File: config.mk
export PLATFORM = sky130hd
export DESIGN_NAME = barcode_entry
export DESIGN_NICKNAME = d
export VERILOG_FILES = /design/src/rtl/sale_terminal_pkg.sv /design/src/rtl/key_debounce.sv /design/src/rtl/barcode_entry.sv
export SDC_FILE = /design/constraint.sdc
export NUM_CORES = 1
export LEC_CHECK = 0
export BUFFER_PORTS_ARGS = -buffer_cell sky130_fd_sc_hd__buf_2
export CAP_MARGIN = 40
export CORE_AREA = 2 2 108 110
export DETAILED_ROUTE_END_ITERATION = 10
export DIE_AREA = 0 0 110 112
export HOLD_SLACK_MARGIN = 0.15
export PLACE_DENSITY = 0.49
export SLEW_MARGIN = 40
export SYNTH_ARGS = -nofsm -noshare
export SYNTH_HDL_FRONTEND = slang
export SYNTH_SLANG_ARGS = --single-unit
File: constraint.sdc
create_clock -name CLOCK_50 -period 2.15 [get_ports CLOCK_50]
set_input_delay 0.43 -clock CLOCK_50 [delete_from_list [all_inputs] [get_ports CLOCK_50]]
set_output_delay 0.43 -clock CLOCK_50 [all_outputs]
set_load 0.05 [all_outputs]
File: src/rtl/sale_terminal_pkg.sv
// Shared types and constants for the sale terminal keypad and item-lookup stages.
package sale_terminal_pkg;

  localparam int unsigned BCD_W  = 4;
  localparam int unsigned CODE_W = 16;
  localparam int unsigned QTY_W  = 3;
  localparam int unsigned KEY_N  = 4;

  // Key indices, named after their function in digit mode / command mode.
  localparam int unsigned KEY_D1_COMMIT = 3;
  localparam int unsigned KEY_D2_BACK   = 2;
  localparam int unsigned KEY_D3_CLEAR  = 1;
  localparam int unsigned KEY_D4_RSVD   = 0;

  typedef enum logic [1:0] {
    ST_IDLE  = 2'd0,
    ST_ENTRY = 2'd1,
    ST_QTY   = 2'd2,
    ST_OUT   = 2'd3
  } state_e;

  typedef enum logic [2:0] {
    EV_NONE,
    EV_DIGIT,
    EV_BACK,
    EV_CLEAR,
    EV_COMMIT
  } ev_e;

  typedef struct packed {
    logic [CODE_W-1:0] code;
    logic [QTY_W-1:0]  qty;
  } item_t;

  // KEY[3] enters 1 ... KEY[0] enters 4.
  function automatic logic [QTY_W-1:0] digit_of(input logic [1:0] idx);
    return 3'd4 - {1'b0, idx};
  endfunction

endpackage

File: src/rtl/key_debounce.sv
// One active-low push button: 2-flop synchronizer, stability counter and
// a registered one-cycle pulse on each accepted press.
module key_debounce #(
  parameter int unsigned DEBOUNCE_CYCLES = 4
) (
  input  logic clk,
  input  logic rst_n,
  input  logic key_n_i,
  output logic press_o
);

  localparam int unsigned CNT_W = $clog2(DEBOUNCE_CYCLES + 1);

  logic             sync1_q, sync2_q;
  logic             level_q, level_d;
  logic             armed_q, armed_d;
  logic             press_q, press_d;
  logic [CNT_W-1:0] cnt_q, cnt_d;

  // Accept a new level only after it has been stable long enough; any bounce restarts the count.
  always_comb begin
    // NOTE: every signal gets a default first so no path leaves it unassigned (no latch).
    level_d = level_q;
    cnt_d   = '0;
    press_d = 1'b0;
    // Armed once the button is seen released, so a key held through reset gives no press.
    armed_d = armed_q | (sync2_q & level_q);
    if (sync2_q != level_q) begin
      if (cnt_q == CNT_W'(DEBOUNCE_CYCLES - 1)) begin
        level_d = sync2_q;
        press_d = armed_q & ~sync2_q;
      end else begin
        cnt_d = cnt_q + 1'b1;
      end
    end
  end

  // Synchronizer and debounce state.
  always_ff @(posedge clk or negedge rst_n) begin
    if (!rst_n) begin
      // NOTE: synchronizer resets to "pressed" so a held key cannot look released right after reset.
      sync1_q <= 1'b0;
      sync2_q <= 1'b0;
      level_q <= 1'b1;
      armed_q <= 1'b0;
      press_q <= 1'b0;
      cnt_q   <= '0;
    end else begin
      // NOTE: non-blocking assignments so all flops sample pre-edge values.
      sync1_q <= key_n_i;
      sync2_q <= sync1_q;
      level_q <= level_d;
      armed_q <= armed_d;
      press_q <= press_d;
      cnt_q   <= cnt_d;
    end
  end

  assign press_o = press_q;

endmodule

File: src/rtl/barcode_entry.sv
// Keypad front end: decodes debounced key presses into entry events and
// assembles a 4-digit BCD code plus quantity for the item-lookup stage.
module barcode_entry
  import sale_terminal_pkg::*;
#(
  parameter int unsigned DEBOUNCE_CYCLES = 4,
  parameter int unsigned DIGITS          = 4
) (
  input  logic        CLOCK_50,
  input  logic        RESET_N,
  input  logic [3:0]  KEY,
  input  logic        SW_SHIFT,
  output logic [15:0] code_o,
  output logic [2:0]  count_o,
  output logic [2:0]  qty_o,
  output logic        item_valid_o,
  input  logic        item_ready_i,
  output logic        err_o,
  output logic [1:0]  state_o
);

  logic [KEY_N-1:0]  press;
  logic              shift1_q, shift2_q;
  logic              ev_any;
  logic [1:0]        ev_idx;
  ev_e               ev;
  logic [QTY_W-1:0]  ev_digit;
  state_e            state_q, state_d;
  logic [CODE_W-1:0] code_q, code_d;
  logic [2:0]        count_q, count_d;
  logic [QTY_W-1:0]  qty_q, qty_d;
  logic              err_q, err_d;

  for (genvar i = 0; i < KEY_N; i++) begin : g_key
    key_debounce #(.DEBOUNCE_CYCLES(DEBOUNCE_CYCLES)) u_debounce (
      .clk     (CLOCK_50),
      .rst_n   (RESET_N),
      .key_n_i (KEY[i]),
      .press_o (press[i])
    );
  end

  // Pick the highest-index press and decode it with the synchronized shift switch.
  always_comb begin
    ev_any = 1'b0;
    ev_idx = 2'd0;
    for (int i = 0; i < KEY_N; i++) begin
      if (press[i]) begin
        ev_any = 1'b1;
        ev_idx = 2'(i);
      end
    end
    ev       = EV_NONE;
    ev_digit = digit_of(ev_idx);
    if (ev_any) begin
      if (!shift2_q) begin
        ev = EV_DIGIT;
      end else begin
        case (int'(ev_idx))
          KEY_D1_COMMIT: ev = EV_COMMIT;
          KEY_D2_BACK:   ev = EV_BACK;
          KEY_D3_CLEAR:  ev = EV_CLEAR;
          default:       ev = EV_NONE;
        endcase
      end
    end
  end

  // Entry FSM: next state, code/count/qty update and error pulse.
  always_comb begin
    state_d = state_q;
    code_d  = code_q;
    count_d = count_q;
    qty_d   = qty_q;
    err_d   = 1'b0;
    unique case (state_q)
      ST_IDLE, ST_ENTRY: begin
        case (ev)
          EV_DIGIT: begin
            if (count_q == 3'(DIGITS)) begin
              err_d = 1'b1;
            end else begin
              code_d  = {code_q[CODE_W-BCD_W-1:0], BCD_W'(ev_digit)};
              count_d = count_q + 3'd1;
              state_d = ST_ENTRY;
            end
          end
          EV_BACK: begin
            if (state_q == ST_ENTRY) begin
              code_d  = {BCD_W'(0), code_q[CODE_W-1:BCD_W]};
              count_d = count_q - 3'd1;
              if (count_q == 3'd1) state_d = ST_IDLE;
            end
          end
          EV_CLEAR: begin
            code_d  = '0;
            count_d = '0;
            qty_d   = '0;
            state_d = ST_IDLE;
          end
          EV_COMMIT: begin
            if (state_q == ST_ENTRY && count_q == 3'(DIGITS)) state_d = ST_QTY;
            else                                             err_d   = 1'b1;
          end
          default: ;
        endcase
      end
      ST_QTY: begin
        case (ev)
          EV_DIGIT: begin
            qty_d   = ev_digit;
            state_d = ST_OUT;
          end
          EV_BACK:   state_d = ST_ENTRY;
          EV_CLEAR: begin
            code_d  = '0;
            count_d = '0;
            qty_d   = '0;
            state_d = ST_IDLE;
          end
          EV_COMMIT: err_d = 1'b1;
          default: ;
        endcase
      end
      ST_OUT: begin
        // Record is frozen until downstream takes it; keys are ignored here.
        if (item_ready_i) begin
          code_d  = '0;
          count_d = '0;
          qty_d   = '0;
          state_d = ST_IDLE;
        end
      end
    endcase
  end

  // Shift synchronizer and FSM/datapath registers.
  always_ff @(posedge CLOCK_50 or negedge RESET_N) begin
    if (!RESET_N) begin
      shift1_q <= 1'b0;
      shift2_q <= 1'b0;
      state_q  <= ST_IDLE;
      code_q   <= '0;
      count_q  <= '0;
      qty_q    <= '0;
      err_q    <= 1'b0;
    end else begin
      shift1_q <= SW_SHIFT;
      shift2_q <= shift1_q;
      state_q  <= state_d;
      code_q   <= code_d;
      count_q  <= count_d;
      qty_q    <= qty_d;
      err_q    <= err_d;
    end
  end

  assign code_o       = code_q;
  assign count_o      = count_q;
  assign qty_o        = qty_q;
  assign err_o        = err_q;
  assign state_o      = state_q;
  assign item_valid_o = (state_q == ST_OUT);

endmodule

==> results.txt <==
----------------------------------------------------
[Place]
  Worst slack, placed ... 0.142 ns
  Number of I/O port buffers ... 33
  RD Place Congestion ... 0.779
  Count of placed standard cells including taps ... 406
  Estimated wirelength of the detail-placed design ... 3990 um

[STA]
  Fin worst setup slack ... 0.156 ns
  Slew Limit Headroom ... 0.622
  Worst hold slack ... 0.213 ns
  Final Slew Violations ... 0
  Upper clock frequency limit ... 501 MHz
  Final setup viols ... 0
  Clock tree skew after final layout ... 0.00948 ns
  Setup repair after global routing missed its margin ... false
  Hold violation total from the final report ... 0
  Transition time at the pin with the least slew margin ... 0.565 ns
  Sum of negative setup slack ... 0 ns
  Shortest clock period the worst path allows after layout ... 1.99 ns
  Crit share post-route ... 0.927

[Setup path]
  Required time reported for the critical path endpoint ... 2.35 ns
  Startpoint type of the worst setup path ... flip-flop
  Start of the worst register-to-register path ... shift2_q
  Cell depth of the worst flop-to-flop path ... 6
  Signal arrival time at the worst endpoint ... 2.20 ns
  Crit path kind ... flip-flop to flip-flop
  Critical Path End Type ... flip-flop
  End point of the critical path ... code_o[10]
  R2r setup slk ... 0.16 ns
  Critical path origin ... shift2_q
  Endpoint of the worst register-to-register path ... code_o[10]
  Maximum net fanout on the critical path ... 15

[Clock network]
  PostCTS Resize Cnt ... 0
  Longest Clk Path Bufs ... 2
  Clock tree from TritonCTS ... built
  Cts bufs inserted ... 9
  Clock latency reported for the late side of the worst-skew pair ... 0.32 ns
  Clock Sinks ... 59
  Number of levels the H-tree was split into ... 3
  Clock-pin slew on the worst setup and hold paths ... 0.05 ns
  Cell chosen for the clock root ... sky130_fd_sc_hd__clkbuf_16

[Floorplanning]
  Initial standard-cell utilization of the core ... 0.246
  I/O pin total ... 34
  Overall die area ... 0.0123 mm^2
  Chip Height ... 112 um
  Horizontal extent of the die ... 110 um
  Area of the core ... 0.0112 mm^2
  Number of standard-cell rows in the floorplan ... 39

[Detailed routing]
  Antenna viol nets, final ... 0
  Total wirelength of the detailed-routed design ... 5660 um
  Via count normalized by instance count ... 4.35
  DRC Markers ... 0
  Count of routing violations after the opening detailed-route iteration ... 93
  TritonRoute pass-1 iters ... 4
  Wire per inst ... 13.4 um
  Via count ... 1838

[Global route]
  Vias in the first global route ... 1962
  First-pass GRT wire length ... 9660 um
  Pin count of the biggest net entering global routing ... 60
  Remaining Overflow, GRT ... 0
  Number of antenna violations at the first check in global routing ... 0
  GRT met3 Usage ... 0.0299
  Met2 track demand over resource in global routing ... 0.155
  GR met1 Demand/Resource ... 0.136
  GRT Max-Usage Layer ... met2
  Tot GR Track Use ... 0.103

[Yosys]
  Number of instances in the synthesized netlist ... 230
  Post-Synthesis Cell Area ... 0.00275 mm^2
  Flops & latches, synth ... 59
  Async set-reset flop share out of synthesis ... 1.00
  Yosys Warn Count ... 0
  Synthesized Nets ... 250
  Leading register cell type out of synthesis ... sky130_fd_sc_hd__dfrtp_1
  Post-Syn Area per Cell ... 12.0 um^2
  Sequential fraction of the synthesis area ... 0.538
  Number of synthesized flops with an enable pin ... 0
  Unique cell type count in the Yosys netlist ... 50

[Power and ir drop]
  Post-layout total power ... 4.70 mW
  Highest ir drop seen on vdd ... 0.395 mV
  Leakage Power ... 1.58 nW
  Pwr per Cell Area ... 1370 mW/mm^2

[Outcome]
  Outcome ... finished, final reports clean

[Final layout]
  Net count of the finished layout ... 295
  Number of diodes added for antenna fixing ... 0
  Layout overhead on the synthesized area ... 24.8%
  Fillers ... 1122
  Fraction of final layout cells with drive strength greater than 1 ... 0.350
  Post-route insts no fill ... 423

[Min path]
  Start point of the worst hold path ... KEY[1]
  Type of the tightest min-delay check ... primary input to flip-flop

[Flow run]
  Max-cap check violation count ... 0

----------------------------------------------------
[per-layer routing]
metal / up-vias / part of all wire
li1: 893 / -
met1: 905 / 0.47
met2: 31 / 0.47
met3: 9 / 0.047
met4: 0 / 0.017
met5: - / 0
[area by class of cell]
type	count	area, um^2	area share
Sequential cell	59	1490	0.432
Multi-Input combinational cell	152	1170	0.342
Timing Repair Buffer	42	260	0.0757
Clock buffer	11	243	0.0706
Tap cell	143	179	0.0521
Clock inverter	5	52.6	0.0153
Inverter	11	41.3	0.0120
[power breakdown]
part	internal (mW)	switching, mW
combinational	0.639	1.05
clock	0.921	0.488
sequential	1.39	0.205
[worst min-delay path by stage]
| stage | to | depth (start not counted) |
|---|---|---|
| global placement | g_key[3].u_debounce.sync2_q | 0 |
| global route | g_key[1].u_debounce.sync1_q | 1 |
| floorplan | code_o[0] | 0 |
| detailed placement | g_key[2].u_debounce.sync2_q | 0 |
| CTS | g_key[2].u_debounce.sync1_q | 1 |
| finish | g_key[1].u_debounce.sync1_q | 1 |
[Yosys cell counts, types with 2 or more instances]
cell type,count,area [um^2]
sky130_fd_sc_hd__buf_2,2,10.0
sky130_fd_sc_hd__nand2b_1,3,18.8
sky130_fd_sc_hd__nor3_1,4,20.0
sky130_fd_sc_hd__nand2_1,21,78.8
sky130_fd_sc_hd__o31ai_1,2,15.0
sky130_fd_sc_hd__or2_2,6,37.5
sky130_fd_sc_hd__nor4_1,2,12.5
sky130_fd_sc_hd__nor2_4,2,22.5
sky130_fd_sc_hd__mux2_2,15,169
sky130_fd_sc_hd__nand3_1,4,20.0
sky130_fd_sc_hd__buf_6,2,22.5
sky130_fd_sc_hd__o21ai_0,3,15.0
sky130_fd_sc_hd__and3_1,2,12.5
sky130_fd_sc_hd__nand2b_4,2,27.5
sky130_fd_sc_hd__clkbuf_1,3,11.3
sky130_fd_sc_hd__o22ai_1,2,12.5
sky130_fd_sc_hd__a22o_1,5,43.8
sky130_fd_sc_hd__ha_1,12,150
sky130_fd_sc_hd__nor3b_1,5,37.5
sky130_fd_sc_hd__dfrtp_1,55,1380
sky130_fd_sc_hd__mux2_4,4,60.1
sky130_fd_sc_hd__nor2b_1,2,12.5
sky130_fd_sc_hd__nor2_1,13,48.8
sky130_fd_sc_hd__mux2i_1,8,80.1
sky130_fd_sc_hd__dfstp_2,4,105
sky130_fd_sc_hd__nand3b_1,2,15.0
sky130_fd_sc_hd__a21oi_1,9,45.0
sky130_fd_sc_hd__and2_1,3,18.8
sky130_fd_sc_hd__and3b_1,2,17.5
sky130_fd_sc_hd__inv_1,11,41.3
[stage by stage]
stage | util | instance area [um^2]
floorplan | - | 2760
global placement | 0.280 | 3130
detailed placement | 0.280 | 3130
CTS | 0.308 | 3440
global route | 0.308 | 3440
finish | 0.308 | 3440
[worst max-delay path: stages (launching register included)]
cell and delay, ns:
sky130_fd_sc_hd__dfrtp_1 0.56, sky130_fd_sc_hd__nand2b_4 0.13, sky130_fd_sc_hd__nor2_1 0.20, sky130_fd_sc_hd__nor2_1 0.15, sky130_fd_sc_hd__a211oi_4 0.29, sky130_fd_sc_hd__buf_12 0.20, sky130_fd_sc_hd__mux2_2 0.34
[timing repair]
item,in CTS,in global routing
hold buffers,1,0
endpoints found under the hold margin,55,0
setup buffers,0,0
[flip-flops by register name, summed over array words and instances (netlist names)]
name,count
code_o,16
g_key.u_debounce.cnt_q,12
g_key.u_debounce.armed_q,4
g_key.u_debounce.level_q,4
g_key.u_debounce.press_o,4
g_key.u_debounce.sync1_q,4
g_key.u_debounce.sync2_q,4
count_o,3
qty_o,3
state_o,2
err_o,1
shift1_q,1
shift2_q,1
[kinds of logic (layout without fill, tap and decap cells)]
logic type / after synthesis / count (layout) / share of synthesized area
muxes: 27 / 27 / 0.112
adders and majority gates: 12 / 12 / 0.0545
xor gates and xnor gates: 2 / 2 / 0.00636
and+or+nand+nor: 78 / 78 / 0.160
DFF: 59 / 59 / 0.538
buffers and inverters: 19 / 69 / 0.0363
AOI/OAI and AO/OA: 33 / 33 / 0.0922
[layout by cell type, fill, tap and decap left out, types with 5 or more instances in the layout]
master,synthesis,layout
sky130_fd_sc_hd__buf_4,0,6
sky130_fd_sc_hd__nor2_1,13,13
sky130_fd_sc_hd__mux2i_1,8,8
sky130_fd_sc_hd__or2_2,6,6
sky130_fd_sc_hd__a21oi_1,9,9
sky130_fd_sc_hd__dfrtp_1,55,51
sky130_fd_sc_hd__clkbuf_16,0,9
sky130_fd_sc_hd__inv_1,11,11
sky130_fd_sc_hd__mux2_2,15,15
sky130_fd_sc_hd__nand2_1,21,21
sky130_fd_sc_hd__a22o_1,5,5
sky130_fd_sc_hd__buf_2,2,33
sky130_fd_sc_hd__ha_1,12,12
sky130_fd_sc_hd__nor3b_1,5,5
Note: power is estimated with default switching activity, not from simulation.
